[config.mk]
export PLATFORM = sky130hd
export DESIGN_NAME = grid_draw_scheduler_flat
export DESIGN_NICKNAME = d
export VERILOG_FILES = /design/src/rtl/grid_pkg.sv /design/src/rtl/grid_draw_scheduler_if.sv /design/src/rtl/grid_draw_scheduler_sync_fifo.sv /design/src/rtl/grid_draw_scheduler.sv /design/src/flat_wrapper.sv
export SDC_FILE = /design/constraint.sdc
export NUM_CORES = 1
export LEC_CHECK = 0
export ABC_AREA = 0
export CORE_ASPECT_RATIO = 1.75
export CORE_MARGIN = 10
export CORE_UTILIZATION = 58
export DETAILED_ROUTE_END_ITERATION = 10
export PLACE_DENSITY = 0.87
export SKIP_CTS_REPAIR_TIMING = 1
export SLEW_MARGIN = 20
export SYNTH_ARGS = -nofsm -noshare
export SYNTH_HDL_FRONTEND = slang
export SYNTH_SLANG_ARGS = --single-unit
[constraint.sdc]
create_clock -name CLOCK_50 -period 3.3 [get_ports CLOCK_50]
set_clock_uncertainty 0.05 [all_clocks]
set_input_delay 0.33 -clock CLOCK_50 [delete_from_list [all_inputs] [get_ports CLOCK_50]]
set_output_delay 0.33 -clock CLOCK_50 [all_outputs]
set_load 0.01 [all_outputs]
[src/rtl/grid_pkg.sv]
// Shared grid geometry, colours and scheduler FSM encoding for the step-sequencer display path.
// The VGA block renderer imports the same constants so both sides agree on cell placement.
package grid_pkg;

  localparam int GRID_N     = 12;
  localparam int X0         = 214;
  localparam int Y0         = 32;
  localparam int PITCH      = 33;
  localparam int BLOCK_SIZE = 30;

  localparam logic COLOUR_ON  = 1'b1;  // white
  localparam logic COLOUR_OFF = 1'b0;  // blue

  localparam logic [2:0] ST_INIT      = 3'd0;
  localparam logic [2:0] ST_IDLE      = 3'd1;
  localparam logic [2:0] ST_ISSUE     = 3'd2;
  localparam logic [2:0] ST_WAIT_BUSY = 3'd3;
  localparam logic [2:0] ST_WAIT_DONE = 3'd4;
  localparam logic [2:0] ST_GAP       = 3'd5;

  typedef struct packed {
    logic [3:0] row;
    logic [3:0] col;
    logic       state;
  } cell_evt_t;

  function automatic logic [9:0] cell_x(input logic [3:0] col);
    return 10'(X0 + int'(col) * PITCH);
  endfunction

  function automatic logic [8:0] cell_y(input logic [3:0] row);
    return 9'(Y0 + int'(row) * PITCH);
  endfunction

endpackage

[src/rtl/grid_draw_scheduler_if.sv]
// Cell-event input and renderer handshake between sequencer/UI logic, the scheduler and the renderer.
interface grid_draw_scheduler_if;
  logic       cell_valid;
  logic [3:0] cell_row;
  logic [3:0] cell_col;
  logic       cell_state;
  logic       cell_ready;
  logic       drawing;
  logic       draw_enable;
  logic [9:0] X;
  logic [8:0] Y;
  logic       state;
  logic       busy;
  logic       dropped;

  modport slave (
    input  cell_valid, cell_row, cell_col, cell_state, drawing,
    output cell_ready, draw_enable, X, Y, state, busy, dropped
  );

  modport master (
    output cell_valid, cell_row, cell_col, cell_state, drawing,
    input  cell_ready, draw_enable, X, Y, state, busy, dropped
  );
endinterface

[src/rtl/grid_draw_scheduler_sync_fifo.sv]
// Synchronous first-word-fall-through FIFO; head word is visible on rdata_o whenever not empty.
module sync_fifo #(
  parameter int WIDTH = 9,
  parameter int DEPTH = 8
) (
  input  logic                     CLOCK_50,
  input  logic                     nReset,
  input  logic                     push_i,
  input  logic [WIDTH-1:0]         wdata_i,
  input  logic                     pop_i,
  output logic [WIDTH-1:0]         rdata_o,
  output logic                     full_o,
  output logic                     empty_o,
  output logic [$clog2(DEPTH):0]   count_o
);
  localparam int AW = $clog2(DEPTH);

  logic [WIDTH-1:0] mem_q [DEPTH];
  logic [AW-1:0]    wr_ptr_q;
  logic [AW-1:0]    rd_ptr_q;
  logic [AW:0]      count_q;
  logic             do_push;
  logic             do_pop;

  assign full_o  = (count_q == (AW+1)'(DEPTH));
  assign empty_o = (count_q == '0);
  assign count_o = count_q;
  // A push while full is refused even if a pop frees a slot in the same cycle.
  assign do_push = push_i && !full_o;
  assign do_pop  = pop_i && !empty_o;
  assign rdata_o = mem_q[rd_ptr_q];

  always_ff @(posedge CLOCK_50 or negedge nReset) begin
    if (!nReset) begin
      wr_ptr_q <= '0;
      rd_ptr_q <= '0;
      count_q  <= '0;
    end else begin
      if (do_push) wr_ptr_q <= wr_ptr_q + 1'b1;
      if (do_pop)  rd_ptr_q <= rd_ptr_q + 1'b1;
      case ({do_push, do_pop})
        2'b10:   count_q <= count_q + 1'b1;
        2'b01:   count_q <= count_q - 1'b1;
        default: count_q <= count_q;
      endcase
    end
  end

  always_ff @(posedge CLOCK_50) begin
    if (do_push) mem_q[wr_ptr_q] <= wdata_i;
  end

endmodule

[src/rtl/grid_draw_scheduler.sv]
// Buffers cell-update events and feeds them one block at a time to the VGA block renderer,
// converting grid row/col to the pixel origin of the 30x30 cell.
module grid_draw_scheduler
  import grid_pkg::*;
#(
  parameter int FIFO_DEPTH   = 8,
  parameter int BUSY_TIMEOUT = 15
) (
  input logic                   CLOCK_50,
  input logic                   nReset,
  grid_draw_scheduler_if.slave  sif
);
  localparam int TW = $clog2(BUSY_TIMEOUT + 1);
  localparam int CW = $clog2(FIFO_DEPTH) + 1;

  logic [2:0]    fsm_q, fsm_d;
  logic          seen_busy_q, seen_busy_d;
  logic [TW-1:0] tmo_q, tmo_d;
  logic [9:0]    x_q, x_d;
  logic [8:0]    y_q, y_d;
  logic          state_q, state_d;
  logic          dropped_q;

  cell_evt_t     in_evt, head_evt;
  logic          fifo_full, fifo_empty, fifo_pop, fifo_push;
  logic [CW-1:0] fifo_count;
  logic          in_range, accepting, drop_evt;

  assign in_evt    = '{row: sif.cell_row, col: sif.cell_col, state: sif.cell_state};
  assign in_range  = (int'(sif.cell_row) < GRID_N) && (int'(sif.cell_col) < GRID_N);
  // Events during the background repaint are refused quietly; they are not counted as drops.
  assign accepting = (fsm_q != ST_INIT);
  assign fifo_push = sif.cell_valid && accepting && in_range;
  assign drop_evt  = sif.cell_valid && accepting && (fifo_full || !in_range);

  sync_fifo #(
    .WIDTH ($bits(cell_evt_t)),
    .DEPTH (FIFO_DEPTH)
  ) u_fifo (
    .CLOCK_50 (CLOCK_50),
    .nReset   (nReset),
    .push_i   (fifo_push),
    .wdata_i  (in_evt),
    .pop_i    (fifo_pop),
    .rdata_o  (head_evt),
    .full_o   (fifo_full),
    .empty_o  (fifo_empty),
    .count_o  (fifo_count)
  );

  always_comb begin
    fsm_d       = fsm_q;
    seen_busy_d = seen_busy_q;
    tmo_d       = tmo_q;
    x_d         = x_q;
    y_d         = y_q;
    state_d     = state_q;
    fifo_pop    = 1'b0;
    case (fsm_q)
      ST_INIT: begin
        if (sif.drawing) begin
          seen_busy_d = 1'b1;
        end else if (seen_busy_q) begin
          seen_busy_d = 1'b0;
          fsm_d       = ST_IDLE;
        end
      end
      ST_IDLE: begin
        if (!fifo_empty) begin
          fifo_pop = 1'b1;
          x_d      = cell_x(head_evt.col);
          y_d      = cell_y(head_evt.row);
          state_d  = head_evt.state;
          fsm_d    = ST_ISSUE;
        end
      end
      ST_ISSUE: begin
        tmo_d = '0;
        fsm_d = ST_WAIT_BUSY;
      end
      ST_WAIT_BUSY: begin
        // Renderer missed the pulse: re-issue after BUSY_TIMEOUT cycles with the same block.
        if (sif.drawing) begin
          fsm_d = ST_WAIT_DONE;
        end else if (tmo_q == TW'(BUSY_TIMEOUT - 1)) begin
          fsm_d = ST_ISSUE;
        end else begin
          tmo_d = tmo_q + 1'b1;
        end
      end
      ST_WAIT_DONE: begin
        if (!sif.drawing) fsm_d = ST_GAP;
      end
      ST_GAP: begin
        fsm_d = ST_IDLE;
      end
      default: begin
        fsm_d = ST_INIT;
      end
    endcase
  end

  always_ff @(posedge CLOCK_50 or negedge nReset) begin
    if (!nReset) begin
      fsm_q       <= ST_INIT;
      seen_busy_q <= 1'b0;
      tmo_q       <= '0;
      x_q         <= 10'(X0);
      y_q         <= 9'(Y0);
      state_q     <= COLOUR_ON;
      dropped_q   <= 1'b0;
    end else begin
      fsm_q       <= fsm_d;
      seen_busy_q <= seen_busy_d;
      tmo_q       <= tmo_d;
      x_q         <= x_d;
      y_q         <= y_d;
      state_q     <= state_d;
      dropped_q   <= dropped_q | drop_evt;
    end
  end

  assign sif.cell_ready  = !fifo_full && accepting;
  assign sif.draw_enable = (fsm_q == ST_ISSUE);
  assign sif.X           = x_q;
  assign sif.Y           = y_q;
  assign sif.state       = state_q;
  assign sif.busy        = (fsm_q != ST_IDLE) || (fifo_count != '0);
  assign sif.dropped     = dropped_q;

endmodule

[src/flat_wrapper.sv]
// flat-port wrapper written by rule: the top's interface ports become plain ports
module grid_draw_scheduler_flat import grid_pkg::*;
#(
  parameter int FIFO_DEPTH   = 8,
  parameter int BUSY_TIMEOUT = 15
)
  (CLOCK_50, nReset, sif_cell_valid, sif_cell_row, sif_cell_col, sif_cell_state, sif_drawing, sif_cell_ready, sif_draw_enable, sif_X, sif_Y, sif_state, sif_busy, sif_dropped);
  grid_draw_scheduler_if sif_i ();
  input logic CLOCK_50;
  input logic nReset;
  input wire logic [$bits(sif_i.cell_valid)-1:0] sif_cell_valid;
  input wire logic [$bits(sif_i.cell_row)-1:0] sif_cell_row;
  input wire logic [$bits(sif_i.cell_col)-1:0] sif_cell_col;
  input wire logic [$bits(sif_i.cell_state)-1:0] sif_cell_state;
  input wire logic [$bits(sif_i.drawing)-1:0] sif_drawing;
  output wire logic [$bits(sif_i.cell_ready)-1:0] sif_cell_ready;
  output wire logic [$bits(sif_i.draw_enable)-1:0] sif_draw_enable;
  output wire logic [$bits(sif_i.X)-1:0] sif_X;
  output wire logic [$bits(sif_i.Y)-1:0] sif_Y;
  output wire logic [$bits(sif_i.state)-1:0] sif_state;
  output wire logic [$bits(sif_i.busy)-1:0] sif_busy;
  output wire logic [$bits(sif_i.dropped)-1:0] sif_dropped;
  assign sif_i.cell_valid = sif_cell_valid;
  assign sif_i.cell_row = sif_cell_row;
  assign sif_i.cell_col = sif_cell_col;
  assign sif_i.cell_state = sif_cell_state;
  assign sif_i.drawing = sif_drawing;
  assign sif_cell_ready = sif_i.cell_ready;
  assign sif_draw_enable = sif_i.draw_enable;
  assign sif_X = sif_i.X;
  assign sif_Y = sif_i.Y;
  assign sif_state = sif_i.state;
  assign sif_busy = sif_i.busy;
  assign sif_dropped = sif_i.dropped;
  grid_draw_scheduler #(.FIFO_DEPTH(FIFO_DEPTH), .BUSY_TIMEOUT(BUSY_TIMEOUT)) u_core (.CLOCK_50(CLOCK_50), .nReset(nReset), .sif(sif_i));
endmodule
-- After elaboration in Yosys (flattened, before gate mapping)
Memory sizes are Yosys's and may differ from the RTL's.
Index checks and enable logic that the tools add are counted.
- register bits: 39
- bits in latches: 0
- bits in writable memories: 72
- bits in read-only memories: 0
- input port bits: 13
- output and inout port bits: 24
- word-level logic and storage cells: 78
- memories: 1
- memories (memory ; depth ; bits a word ; rd ports ; clocked after memory_dff ; wr ports ; line ; RTL):
    u_core.u_fifo.mem_q ; 8 ; 9 ; 1 ; 0 ; 1 ; grid_draw_scheduler_sync_fifo.sv:18 ; logic [WIDTH-1:0] mem_q [DEPTH];
- add/subtract/negate cells: 7
- $mul: 2
- divide/modulo/power cells: 0
- magnitude comparators: 2
- equal/unequal tests: 17
- shift-type cells: 0
- mux-type cells: 16
- bitwise operators: 2
- reductions and logical operators: 21
- operators with widths (kind ; count):
    2-to-1 mux 3 bit ; 6
    one-hot mux 3 bit (6 select lines) ; 1
    one-hot mux 4 bit (2 select lines) ; 2
    adder 9 x 10 -> 10 bit (first input constant) ; 1
    multiplier 4 x 6 -> 10 bit (second input constant) ; 1
    != test 2 bit (second input constant) ; 5
    adder 7 x 9 -> 9 bit (first input constant) ; 1
    multiplier 4 x 6 -> 9 bit (second input constant) ; 1
    adder 4 x 1 -> 4 bit (second input constant) ; 2
    equality test 4 bit (second input constant) ; 2
    less-than comparator 4 bit (second input constant) ; 2
    2-to-1 mux 4 bit ; 2
    logical AND 1 bit ; 7
    adder 3 x 1 -> 3 bit (second input constant) ; 2
    equality test 3 x 2 -> 1 bit (second input constant) ; 2
    equality test 3 bit (second input constant) ; 2
    2-to-1 mux 1 bit ; 5
    AND reduction 5 bit ; 1
    logical NOT 4 bit ; 1
    nonzero test 2 bit ; 2
    nonzero test 4 bit ; 1
    subtractor 4 x 1 -> 4 bit (second input constant) ; 1
    equality test 3 x 1 -> 1 bit (second input constant) ; 1
    logical NOT 1 bit ; 3
    other kinds (12) ; 13

-- Depth between registers and ports, before layout
- depth in word-level cells: 6
- mapped depth: 12
- mapped depth without buffers: 10

-- By module
A second synthesis with hierarchy kept.
- cell total of the unflattened synthesis: 331
- area, all modules: 4939.7 um2
- by module, submodules not included (module ; times used ; cells an instance ; area an instance (um2) ; sequential area each (um2)):
    sync_fifo ; 1 ; 171 ; 3439.5 ; 2412.3
    grid_draw_scheduler ; 1 ; 160 ; 1500.2 ; 709.4

-- Worst setup path before layout
Ideal clock, no wire load.
- path kind: flip-flop to flip-flop
- from: reg u_core.u_fifo.rd_ptr_q[0]
- to: reg u_core.x_q[7] (netlist: u_core.sif.X[7])
- setup time: 0.065 ns
- arrival: 2.803 ns
- setup slack: 0.382 ns
- cell stages (with the launch flop): 13
- buffers on the path: 2
- clock period less this slack: 2.918 ns
- cells stage by stage: dfrtp_1 buf_6 buf_12 mux4_2 mux2i_1 inv_1 ha_1 ha_1 nor2b_1 nand2_1 a21o_1 a21oi_1 nand3b_1
- cells in the longest elaborated chain, start to end: 3
- ends and longest elaborated chain (item ; line ; RTL):
    start: declaration ; grid_draw_scheduler_sync_fifo.sv:20 ; logic [AW-1:0] rd_ptr_q;
    start signal: assignment ; grid_draw_scheduler_sync_fifo.sv:40 ; if (do_pop) rd_ptr_q <= rd_ptr_q + 1'b1;
    memory (8 x 9 bit) ; -- ;
    multiplier 4 x 6 -> 10 bit ; grid_pkg.sv:28 ; return 10'(X0 + int'(col) * PITCH);
    adder 9 x 10 -> 10 bit ; grid_pkg.sv:28 ;
    end signal: assignment ; grid_draw_scheduler.sv:108 ; x_q <= 10'(X0);
    end: declaration ; grid_draw_scheduler.sv:19 ; logic [9:0] x_q, x_d;
No other way between the ends.
A chain may end at the register's enable or synchronous reset.

-- Worst setup path in the final report
Ends and elaborated chain as after synthesis.

==> impl_metrics.ini <==
[outcome]
outcome = finished, final reports clean

[clock_tree]
cts_buffers = 9
clk_pin_slew_ns = 0.07
clock_latency_ns = 0.34
clock_path_buffers = 2
root_buffer = clkbuf_16
cts_tree = yes
cts_htree_levels = 3
cts.sinks = 110

[synthesis]
avgSynthCellArea_um2 = 14.9
ys_ff_latch = 110
yosysSeqAreaShare_pct = 65.1
synth.distinct_cells = 50
synth_nets = 349
syn_area_mm2 = 0.00480
netlist_instances = 321
yosys_warnings = 0

[power_and_ir_drop]
p_comb_share_pct = 40.9
powerDensity_mw_per_mm2 = 951
internal-power_w = 0.00348
ir_worst_vdd_uv = 678
p_seq_share_pct = 39.3
pwr-share-clk_pct = 19.8
power.net_switching_w = 0.00182
power.share.switching_pct = 34.4
total_leakage_power_nw = 2.09

[global_route]
grt_max_degree = 39
grt_pass1_vias = 2907
grt_overflow = 0
track_usage_pct = 15.4
grt_pass1_wl_um = 14400
antenna_found_initial = 0

[setup_path]
slowest_stage = mux4_2
required_ns = 3.53
cpPeakStageDelay_ns = 0.53
reg2reg_setup_slack_ns = 0.34
critical-path-top-delay-family = multiplexers
rr_startpoint = u_core.u_fifo.rd_ptr_q[0]
path_cells = mux4_2, mux2i_1, inv_1, ha_1, ha_1, nor2b_1, nand2_1, a21o_1, a21oi_1, nand3b_1
startpoint = u_core.u_fifo.rd_ptr_q[0]
path_max_fanout = 9
crit_buf_inv = 1
end_kind = flip-flop
critPathLaunchType = flip-flop
worstPathArrival_ns = 3.19
crit_top_cell = ha_1
crit_type = flip-flop to flip-flop

[final_layout]
ff_latch_area_mm2 = 0.00312
final_cells = 465
insertedDiodeCount = 0
nets = 398
design_area_mm2 = 0.00558
final_layout_size_suffix_gt1_share_pct = 17.9
multi_input_area_mm2 = 0.00155
nFillCells = 538
finalCoreUtilization_pct = 69.6
synthToLayoutAreaGrowth_pct = 16.4

[place]
post-place-ws_ns = 0.240
place_congestion = 0.746
hpwl_um = 6170
numPortBuffers = 35
dpl_cell_area_mm2 = 0.00529
post-place-cells = 449

[floorplanning]
design.die.area_mm2 = 0.0124
io_pins = 37
die_y_um = 140
fp.dieW_um = 88.7
core_area_mm2 = 0.00802
initial_utilization_pct = 59.8
num_rows = 43

[sta]
worst_slack_ns = 0.344
period_needed_ns = 2.96
rsz0062_at_grt = false
period_share_pct = 89.6
tns_ns = 0
setup-violations-final = 0
slew_viol_final = 0
fmax_mhz = 338
tightest_slew_ns = 0.833
finalHoldViolations = 0
relSlewSlack_pct = 44.5

[drt]
wl_per_cell_um = 19.2
drtIter0Drc = 212
via_per_inst = 5.82
drt-met1-wl_um = 3380
via_count = 2705
route.met2.wl_um = 5020
drt_pass1_iterations = 4
drtAntennaViolNets = 0
dr.max_layer_used = met4
dr_wl_met3_um = 352
drc = 0
wl_um = 8920

[min_path]
hold_path.class = primary input to asynchronous set/reset pin

[run]
maxCapViolCount = 0
-- worst reg2reg max path: stages, from the launching register on --
cell,delay (ns)
dfrtp_2,0.51
mux4_2,0.54
mux2i_1,0.36
inv_1,0.13
ha_1,0.31
ha_1,0.23
nor2b_1,0.26
nand2_1,0.09
a21o_1,0.18
a21oi_1,0.13
nand3b_1,0.12
-- flip-flops by register name, summed over array words and instances, names as in the netlist, 3 cells and up --
| register | cells |
|---|---|
| u_core.fsm_q | 3 |
| u_core.u_fifo.mem_q | 72 |
| u_core.u_fifo.wr_ptr_q | 3 |
| u_core.sif.Y | 8 |
| u_core.sif.X | 10 |
| u_core.u_fifo.rd_ptr_q | 3 |
| u_core.u_fifo.count_o | 4 |
| u_core.tmo_q | 4 |
-- synthesized netlist by cell type (all sizes together) --
master   number  area (um^2)
edfxtp       72         2160
nand2        39          146
dfrtp        31          776
nor2         19         71.3
mux4         16          368
ha           14          175
xnor2        13          114
buf          11         78.8
o21ai        11         55.1
inv          10         37.5
mux2          8         90.1
mux2i         8         92.6
dfstp         7          184
nand3         7         45.0
nor2b         7         43.8
nor3          6         30.0
a21oi         5         25.0
a21o          3         22.5
o211ai        3         22.5
xor2          3         26.3
a22oi         2         20.0
clkbuf        2         7.51
nand2b        2         12.5
nand3b        2         15.0
nor4          2         12.5
or3           2         12.5
a21boi        1         7.51
a221oi        1         8.76
a222oi        1         10.0
a2bb2oi       1         15.0
a31oi         1         6.26
a32o          1         10.0
conb          1         3.75
fa            1         20.0
nand4         1         6.26
nand4b        1         8.76
o2111ai       1         8.76
o21bai        1         7.51
o22ai         1         6.26
o31ai         1         7.51
o41ai         1         16.3
or4           1         7.51
-- layer usage --
layer | GRT usage, % | vias to the layer above
met1 | 16.7 | 1353
met3 | 3.31 | 13
met4 | 5.73 | 0
met2 | 27.7 | 58
met5 | 0 | -
li1 | - | 1281
-- area by class of cell --
cell class / count / share of cell area (%)
flip-flops and latches: 110 / 56.0
multi-input cells: 188 / 27.8
repair buffers: 51 / 8.34
clock buffers: 11 / 4.35
well taps: 90 / 2.02
clock inverters: 5 / 0.897
inverters: 10 / 0.672
-- cell families after synthesis --
| kind of cell | count (synthesis) | synth area share, % |
|---|---|---|
| flops | 110 | 65.1 |
| simple gates | 89 | 8.58 |
| compound gates | 35 | 5.19 |
| mux | 32 | 11.5 |
| buf+inv | 23 | 2.58 |
| xor+xnor | 16 | 2.92 |
| fa+ha+maj | 15 | 4.07 |
| other cells | 1 | 0.0782 |
-- through the flow --
stage	power, W	hold slack (ns)
final	0.00531	0.0231
after global routing	0.00567	0.108
after floorplan	0.00363	-0.0156
after global placement	0.00418	0.398
after CTS	0.00535	0.0676
after detailed placement	0.00427	0.407
-- path summary, 6_finish.rpt --
path / end / cells past startpoint
setup reg to reg: u_core.sif.X[7] / 10
hold reg to reg: u_core.sif.X[4] / 2
setup / recovery: u_core.sif.X[7] / 10
hold / removal: u_core.u_fifo.wr_ptr_q[1] / 1
min in group CLOCK_50: u_core.sif.X[4] / 2
max in group asynchronous: u_core.u_fifo.rd_ptr_q[0] / 1
-- layout by cell type (no fill, tap or decap), drive strengths merged, types with 13 or more instances in the layout --
cell type      count
edfxtp            72
dfrtp             31
xnor2             13
ha                14
nor2              19
mux4              16
clkdlybuf4s50     34
buf               17
nand2             39
-- power groups by stage --
| stage | Sequential, W | Combinational [W] | Clock (W) |
|---|---|---|---|
| 2_1_floorplan | 0.00204 | 0.00160 | 0 |
| 3_3_place_gp | 0.00208 | 0.00210 | 0 |
| 3_5_place_dp | 0.00211 | 0.00216 | 0 |
| 4_1_cts | 0.00208 | 0.00220 | 0.00107 |
| 5_1_grt | 0.00213 | 0.00242 | 0.00112 |
| 6_report | 0.00209 | 0.00217 | 0.00105 |
Power figures use the tool's default switching activity.
